===== src/rtl/lib_decmps_to_pow2_seq_if.sv =====
// Handshake bundle for lib_decmps_to_pow2_seq: vector in, one-hot beats out.
// master = producer/consumer side, slave = the decomposer.
interface lib_decmps_to_pow2_seq_if #(
  parameter int unsigned WIDTH = 8,
  parameter int unsigned LANES = 2,
  parameter int unsigned CNT_W = $clog2(WIDTH + 1)
);
  logic             vect_vld;
  logic [WIDTH-1:0] vect;
  logic             vect_rdy;
  logic             out_vld;
  logic [WIDTH-1:0] onehot [LANES-1:0];
  logic [LANES-1:0] lane_vld;
  logic             out_last;
  logic             out_rdy;
  logic [CNT_W-1:0] res_cnt;

  modport master (
    output vect_vld, vect, out_rdy,
    input  vect_rdy, out_vld, onehot, lane_vld, out_last, res_cnt
  );

  modport slave (
    input  vect_vld, vect, out_rdy,
    output vect_rdy, out_vld, onehot, lane_vld, out_last, res_cnt
  );
endinterface


===== src/rtl/lib_decmps_to_pow2_seq.sv =====
// Sequential bit-mask decomposer: emits set bits of a latched vector as one-hot words,
// up to LANES per beat. Define LIB_DECMPS_TO_POW2_SEQ_B2B_EN for bubble-free back-to-back loads.
module lib_decmps_to_pow2_seq #(
  parameter int unsigned LSB_MSB = 0,
  parameter int unsigned WIDTH   = 8,
  parameter int unsigned LANES   = 2,
  parameter int unsigned CNT_W   = $clog2(WIDTH + 1)
) (
  input logic                     clk,
  input logic                     rst,
  lib_decmps_to_pow2_seq_if.slave bus
);

  typedef enum logic {StIdle, StBusy} state_e;

  state_e           state_q;
  logic [WIDTH-1:0] res_q;
  logic [WIDTH-1:0] lane_word [LANES-1:0];
  logic [WIDTH-1:0] emit_mask;
  logic [CNT_W-1:0] pop;
  logic             busy;
  logic             last;
  logic             xfer;
  logic             accept;

  // Each stage takes the first set bit of what the previous stages left behind.
  always_comb begin : ffs_cascade
    logic [WIDTH-1:0] rem;
    rem       = res_q;
    emit_mask = '0;
    for (int k = 0; k < int'(LANES); k++) begin
      lane_word[k] = '0;
      // Scan from lowest to highest priority so the last hit is the winner.
      for (int j = 0; j < int'(WIDTH); j++) begin
        if (rem[(LSB_MSB != 0) ? j : (int'(WIDTH) - 1 - j)]) begin
          lane_word[k] = '0;
          lane_word[k][(LSB_MSB != 0) ? j : (int'(WIDTH) - 1 - j)] = 1'b1;
        end
      end
      rem       = rem & ~lane_word[k];
      emit_mask = emit_mask | lane_word[k];
    end
  end

  always_comb begin : popcount
    pop = '0;
    for (int i = 0; i < int'(WIDTH); i++) begin
      pop = pop + CNT_W'(res_q[i]);
    end
  end

  assign busy = (state_q == StBusy);
  assign last = (int'(pop) <= int'(LANES));
  assign xfer = busy && bus.out_rdy;

`ifdef LIB_DECMPS_TO_POW2_SEQ_B2B_EN
  assign bus.vect_rdy = !busy || (xfer && last);
`else
  assign bus.vect_rdy = !busy;
`endif

  assign accept       = bus.vect_vld && bus.vect_rdy;
  assign bus.out_vld  = busy;
  assign bus.out_last = busy && last;
  assign bus.res_cnt  = pop;

  for (genvar k = 0; k < int'(LANES); k++) begin : g_lane
    assign bus.onehot[k]   = lane_word[k];
    assign bus.lane_vld[k] = (int'(pop) > k);
  end

  // Accept takes priority so a back-to-back load replaces the final beat's residue.
  always_ff @(posedge clk) begin
    if (rst) begin
      state_q <= StIdle;
      res_q   <= '0;
    end else if (accept) begin
      state_q <= StBusy;
      res_q   <= bus.vect;
    end else if (xfer) begin
      if (last) begin
        state_q <= StIdle;
        res_q   <= '0;
      end else begin
        res_q <= res_q & ~emit_mask;
      end
    end
  end

endmodule


===== src/flat_wrapper.sv =====
// flat-port wrapper written by rule: the top's interface ports become plain ports
module lib_decmps_to_pow2_seq_flat 
#(
  parameter int unsigned LSB_MSB = 0,
  parameter int unsigned WIDTH   = 8,
  parameter int unsigned LANES   = 2,
  parameter int unsigned CNT_W   = $clog2(WIDTH + 1)
)
  (clk, rst, bus_vect_vld, bus_vect, bus_out_rdy, bus_vect_rdy, bus_out_vld, bus_onehot, bus_lane_vld, bus_out_last, bus_res_cnt);
  lib_decmps_to_pow2_seq_if #(.WIDTH(WIDTH), .LANES(LANES), .CNT_W(CNT_W)) bus_i ();
  input logic clk;
  input logic rst;
  input wire logic [$bits(bus_i.vect_vld)-1:0] bus_vect_vld;
  input wire logic [$bits(bus_i.vect)-1:0] bus_vect;
  input wire logic [$bits(bus_i.out_rdy)-1:0] bus_out_rdy;
  output wire logic [$bits(bus_i.vect_rdy)-1:0] bus_vect_rdy;
  output wire logic [$bits(bus_i.out_vld)-1:0] bus_out_vld;
  output wire logic [$bits(bus_i.onehot)-1:0] bus_onehot;
  output wire logic [$bits(bus_i.lane_vld)-1:0] bus_lane_vld;
  output wire logic [$bits(bus_i.out_last)-1:0] bus_out_last;
  output wire logic [$bits(bus_i.res_cnt)-1:0] bus_res_cnt;
  assign bus_i.vect_vld = bus_vect_vld;
  assign bus_i.vect = bus_vect;
  assign bus_i.out_rdy = bus_out_rdy;
  assign bus_vect_rdy = bus_i.vect_rdy;
  assign bus_out_vld = bus_i.out_vld;
  assign bus_onehot = {>>{bus_i.onehot}};
  assign bus_lane_vld = bus_i.lane_vld;
  assign bus_out_last = bus_i.out_last;
  assign bus_res_cnt = bus_i.res_cnt;
  lib_decmps_to_pow2_seq #(.LSB_MSB(LSB_MSB), .WIDTH(WIDTH), .LANES(LANES), .CNT_W(CNT_W)) u_core (.clk(clk), .rst(rst), .bus(bus_i));
endmodule

===== config.mk =====
export PLATFORM = sky130hd
export DESIGN_NAME = lib_decmps_to_pow2_seq_flat
export DESIGN_NICKNAME = d
export VERILOG_FILES = /design/src/rtl/lib_decmps_to_pow2_seq_if.sv /design/src/rtl/lib_decmps_to_pow2_seq.sv /design/src/flat_wrapper.sv
export SDC_FILE = /design/constraint.sdc
export NUM_CORES = 1
export LEC_CHECK = 0
export CORE_MARGIN = 10
export CORE_UTILIZATION = 45
export CTS_CLUSTER_SIZE = 16
export DETAILED_ROUTE_END_ITERATION = 16
export GPL_TIMING_DRIVEN = 0
export PLACE_DENSITY_LB_ADDON = 0.3
export SLEW_MARGIN = 20
export SYNTH_ARGS = -nofsm -noshare
export SYNTH_HDL_FRONTEND = slang
export SYNTH_SLANG_ARGS = --single-unit

===== constraint.sdc =====
create_clock -name clk -period 6.05 [get_ports clk]
set_input_delay 0.605 -clock clk [delete_from_list [all_inputs] [get_ports clk]]
set_output_delay 0.605 -clock clk [all_outputs]
set_load 0.1 [all_outputs]

==> impl_metrics.toml, run 1 <==
[cells_and_area]
fillerInstances = 154
drive_gt1_share_pct = 11.1
diodes = 0
nets = 174
area_growth_pct = 45.2

[timing]
finalCritPeriodShare_pct = 86.7
period_needed_ns = 5.25
setup_tns_ns = 0
max_freq_mhz = 191
setup_viol = 0
tightest_slew_ns = 0.986
max_slew_margin_pct = 34.1
rsz0062_at_grt = "false"
finalWorstSetupSlack_ns = 0.804
finClkSkew_ns = 0.00907
slew_viol_final = 0
hold_violations = 0

[clocking]
cts-buffers-inserted = 3
cts_tree = "built"
cts-root-buf = "clkbuf_4"
clk_pin_slew_worst_paths_ns = 0.07
ctsResizeCount = 0
cts_buffer_depth = 2
postCtsSetupBuffers = 0
clkSinkCount = 9
clk-insertion-delay-late_ns = 0.27
holdBufCountCts = 0
h-tree-depth = 1

[synth]
yosysMostFrequentCell = "inv_1"
syn_inst = 115
yosysWarnings = 0
synth_top_cell_by_area = "dfxtp_1"
synth_top_cells_by_count = "inv_1, nor2_1, dfxtp_1, nand2_1"
synth_cell_types = 39
synth_area_um2 = 883
async_flop_share_pct = 0
ys.flop_type = "dfxtp_1"
synthTopCellsByArea = "dfxtp_1, fa_1, a22oi_1, inv_1, ha_1"
synth-edff-count = 0
synth_nets = 135
avgSynthCellArea_um2 = 7.68
synth_seq_cells = 9
synth_top_area_share_pct = 20.4
synth_seq_area_share_pct = 20.4

[die]
core_area_um2 = 1800
initial_utilization_pct = 49.0
dieWidth_um = 64.3
dieArea_um2 = 4140
io_pins = 37
fp-row-count = 15
die_h_um = 64.3

[drt]
wl_um = 2460
top_layer = "met4"
drt-vias-per-instance = 5.20
wl_per_cell_um = 13.8
ant_nets = 0
vias = 925
initialDrtViolationCount = 53
routed-wl-met2_um = 1230
drt-met1-wl_um = 979
wl_met3_um = 239
route.detailed.drc = 0
drt_first_pass_iters = 4

[pwr]
pwr-share-comb_pct = 68.7
switchingPower_mw = 0.214
total_power_mw = 0.366
clock_power_share_pct = 12.9
internal_power_mw = 0.153
p_leak_nw = 0.543
netSwitchingFraction_pct = 58.3
seq_power_share_pct = 18.4
ir_worst_vdd_v = 0.000247
powerDensity_nw_per_um2 = 286

[global_routing]
antenna_found_initial = 0
grt_pass1_vias = 873
grt_max_degree = 11
grt-ovfl-total = 0
grt_usage_pct = 11.7
grt_pass1_wl_um = 4020

[worst_setup_path]
arrival_ns = 4.64
endpoint_kind = "primary output"
crit_type = "flop to primary output"
crit_fanout = 10
critPathRequiredTime_ns = 5.44
critPathLaunchType = "flop"

[place]
place.gp.congestion = 0.862
port_buffers = 34
dp_slack_ns = 1.07
hpwl_um = 2040

[flow_run]
max_cap_violations = 0

[status]
status = "complete, no violations"

[hold_path]
hold_class = "flop to flop"
## routing by layer
layer	up-vias	track usage (%)
met3	2	6.79
met4	0	2.94
met1	425	11.7
met5	-	0
li1	468	-
met2	30	20.4
## worst max-delay path, stage by stage (launching register included)
cell             delay (ns)
dfxtp_1                0.37
clkbuf_1               0.33
inv_1                  0.14
fa_1                   0.58
fa_1                   0.43
fa_1                   0.39
inv_1                  0.08
fa_1                   0.22
nand2_1                0.08
o31ai_1                0.38
nand2b_1               0.12
or2_2                  0.28
clkdlybuf4s50_1        0.97
## flip-flops by register name, indices dropped and copies added (netlist names)
register / flops
u_core.bus.out_vld: 1
u_core.res_q: 8
## layout by cell type (no fill, tap or decap), types with 2 or more instances in the layout
cell type,netlist,routed
a21oi_1,7,7
a22oi_1,7,7
buf_2,3,3
buf_4,2,2
clkbuf_1,5,5
clkbuf_4,0,3
clkdlybuf4s50_1,0,34
dfxtp_1,9,9
fa_1,4,4
ha_1,4,4
inv_1,14,14
maj3_1,2,2
nand2_1,8,8
nand4_1,2,2
nor2_1,13,13
nor2b_1,2,2
nor3_1,4,4
or2_2,3,3
or3_1,3,3
xor2_1,2,2
## kinds of logic after synthesis
group / after synthesis / share of synthesized area, %
AO/OA/AOI/OAI: 26 / 22.8
XOR/XNOR: 2 / 1.98
adder cells (fa/ha/maj): 10 / 17.0
buffers and inverters: 25 / 12.7
flip-flops: 9 / 20.4
other: 1 / 0.425
AND/OR/NAND/NOR: 42 / 24.6
## final cells by class
class / instances / area (µm²) / area share [%]
clock buffers: 3 / 22.5 / 1.76
repair buffers: 34 / 340 / 26.5
well taps: 25 / 31.3 / 2.44
inverters: 14 / 52.6 / 4.10
flip-flops and latches: 9 / 180 / 14.0
plain buffers: 11 / 60.1 / 4.68
clock inverters: 1 / 5.00 / 0.390
multi-input cells: 81 / 591 / 46.0
## per-stage QoR
| step | instance area, µm² | hold WS, ns | instances | util, % |
|---|---|---|---|---|
| 2_1_floorplan | 883 | 0.477 | 115 | - |
| 3_3_place_gp | 1250 | 0.490 | 174 | 69.7 |
| 3_5_place_dp | 1250 | 0.514 | 174 | 69.7 |
| 4_1_cts | 1280 | 0.523 | 178 | 71.2 |
| 5_1_grt | 1280 | 0.567 | 178 | 71.2 |
| 6_report | 1280 | 0.526 | 178 | 71.2 |
## power by group through the flow
stage | Combinational (mW) | Clock [mW] | Sequential, mW
after floorplan | 0.196 | 0 | 0.0723
after global placement | 0.249 | 0 | 0.0684
after detailed placement | 0.253 | 0 | 0.0687
after CTS | 0.254 | 0.0481 | 0.0673
after global routing | 0.265 | 0.0532 | 0.0682
final | 0.252 | 0.0472 | 0.0674
## path summary, 6_finish.rpt
check	from	end	slack, ns	cells past startpoint
max	u_core.res_q[2]	bus_lane_vld[0]	0.80	12
min	u_core.res_q[7]	u_core.res_q[7]	0.53	2
max reg2reg	u_core.res_q[2]	u_core.res_q[5]	2.18	12
min reg2reg	u_core.res_q[7]	u_core.res_q[7]	0.53	2
Power figures use the tool's default switching activity.
==> run 2, diff against run 1 <==
- ABC_CLOCK_PERIOD_IN_PS: not set -> 6050
==> results of run 2 <==
Final layout, timing and power as in run 1 (identical DEF).
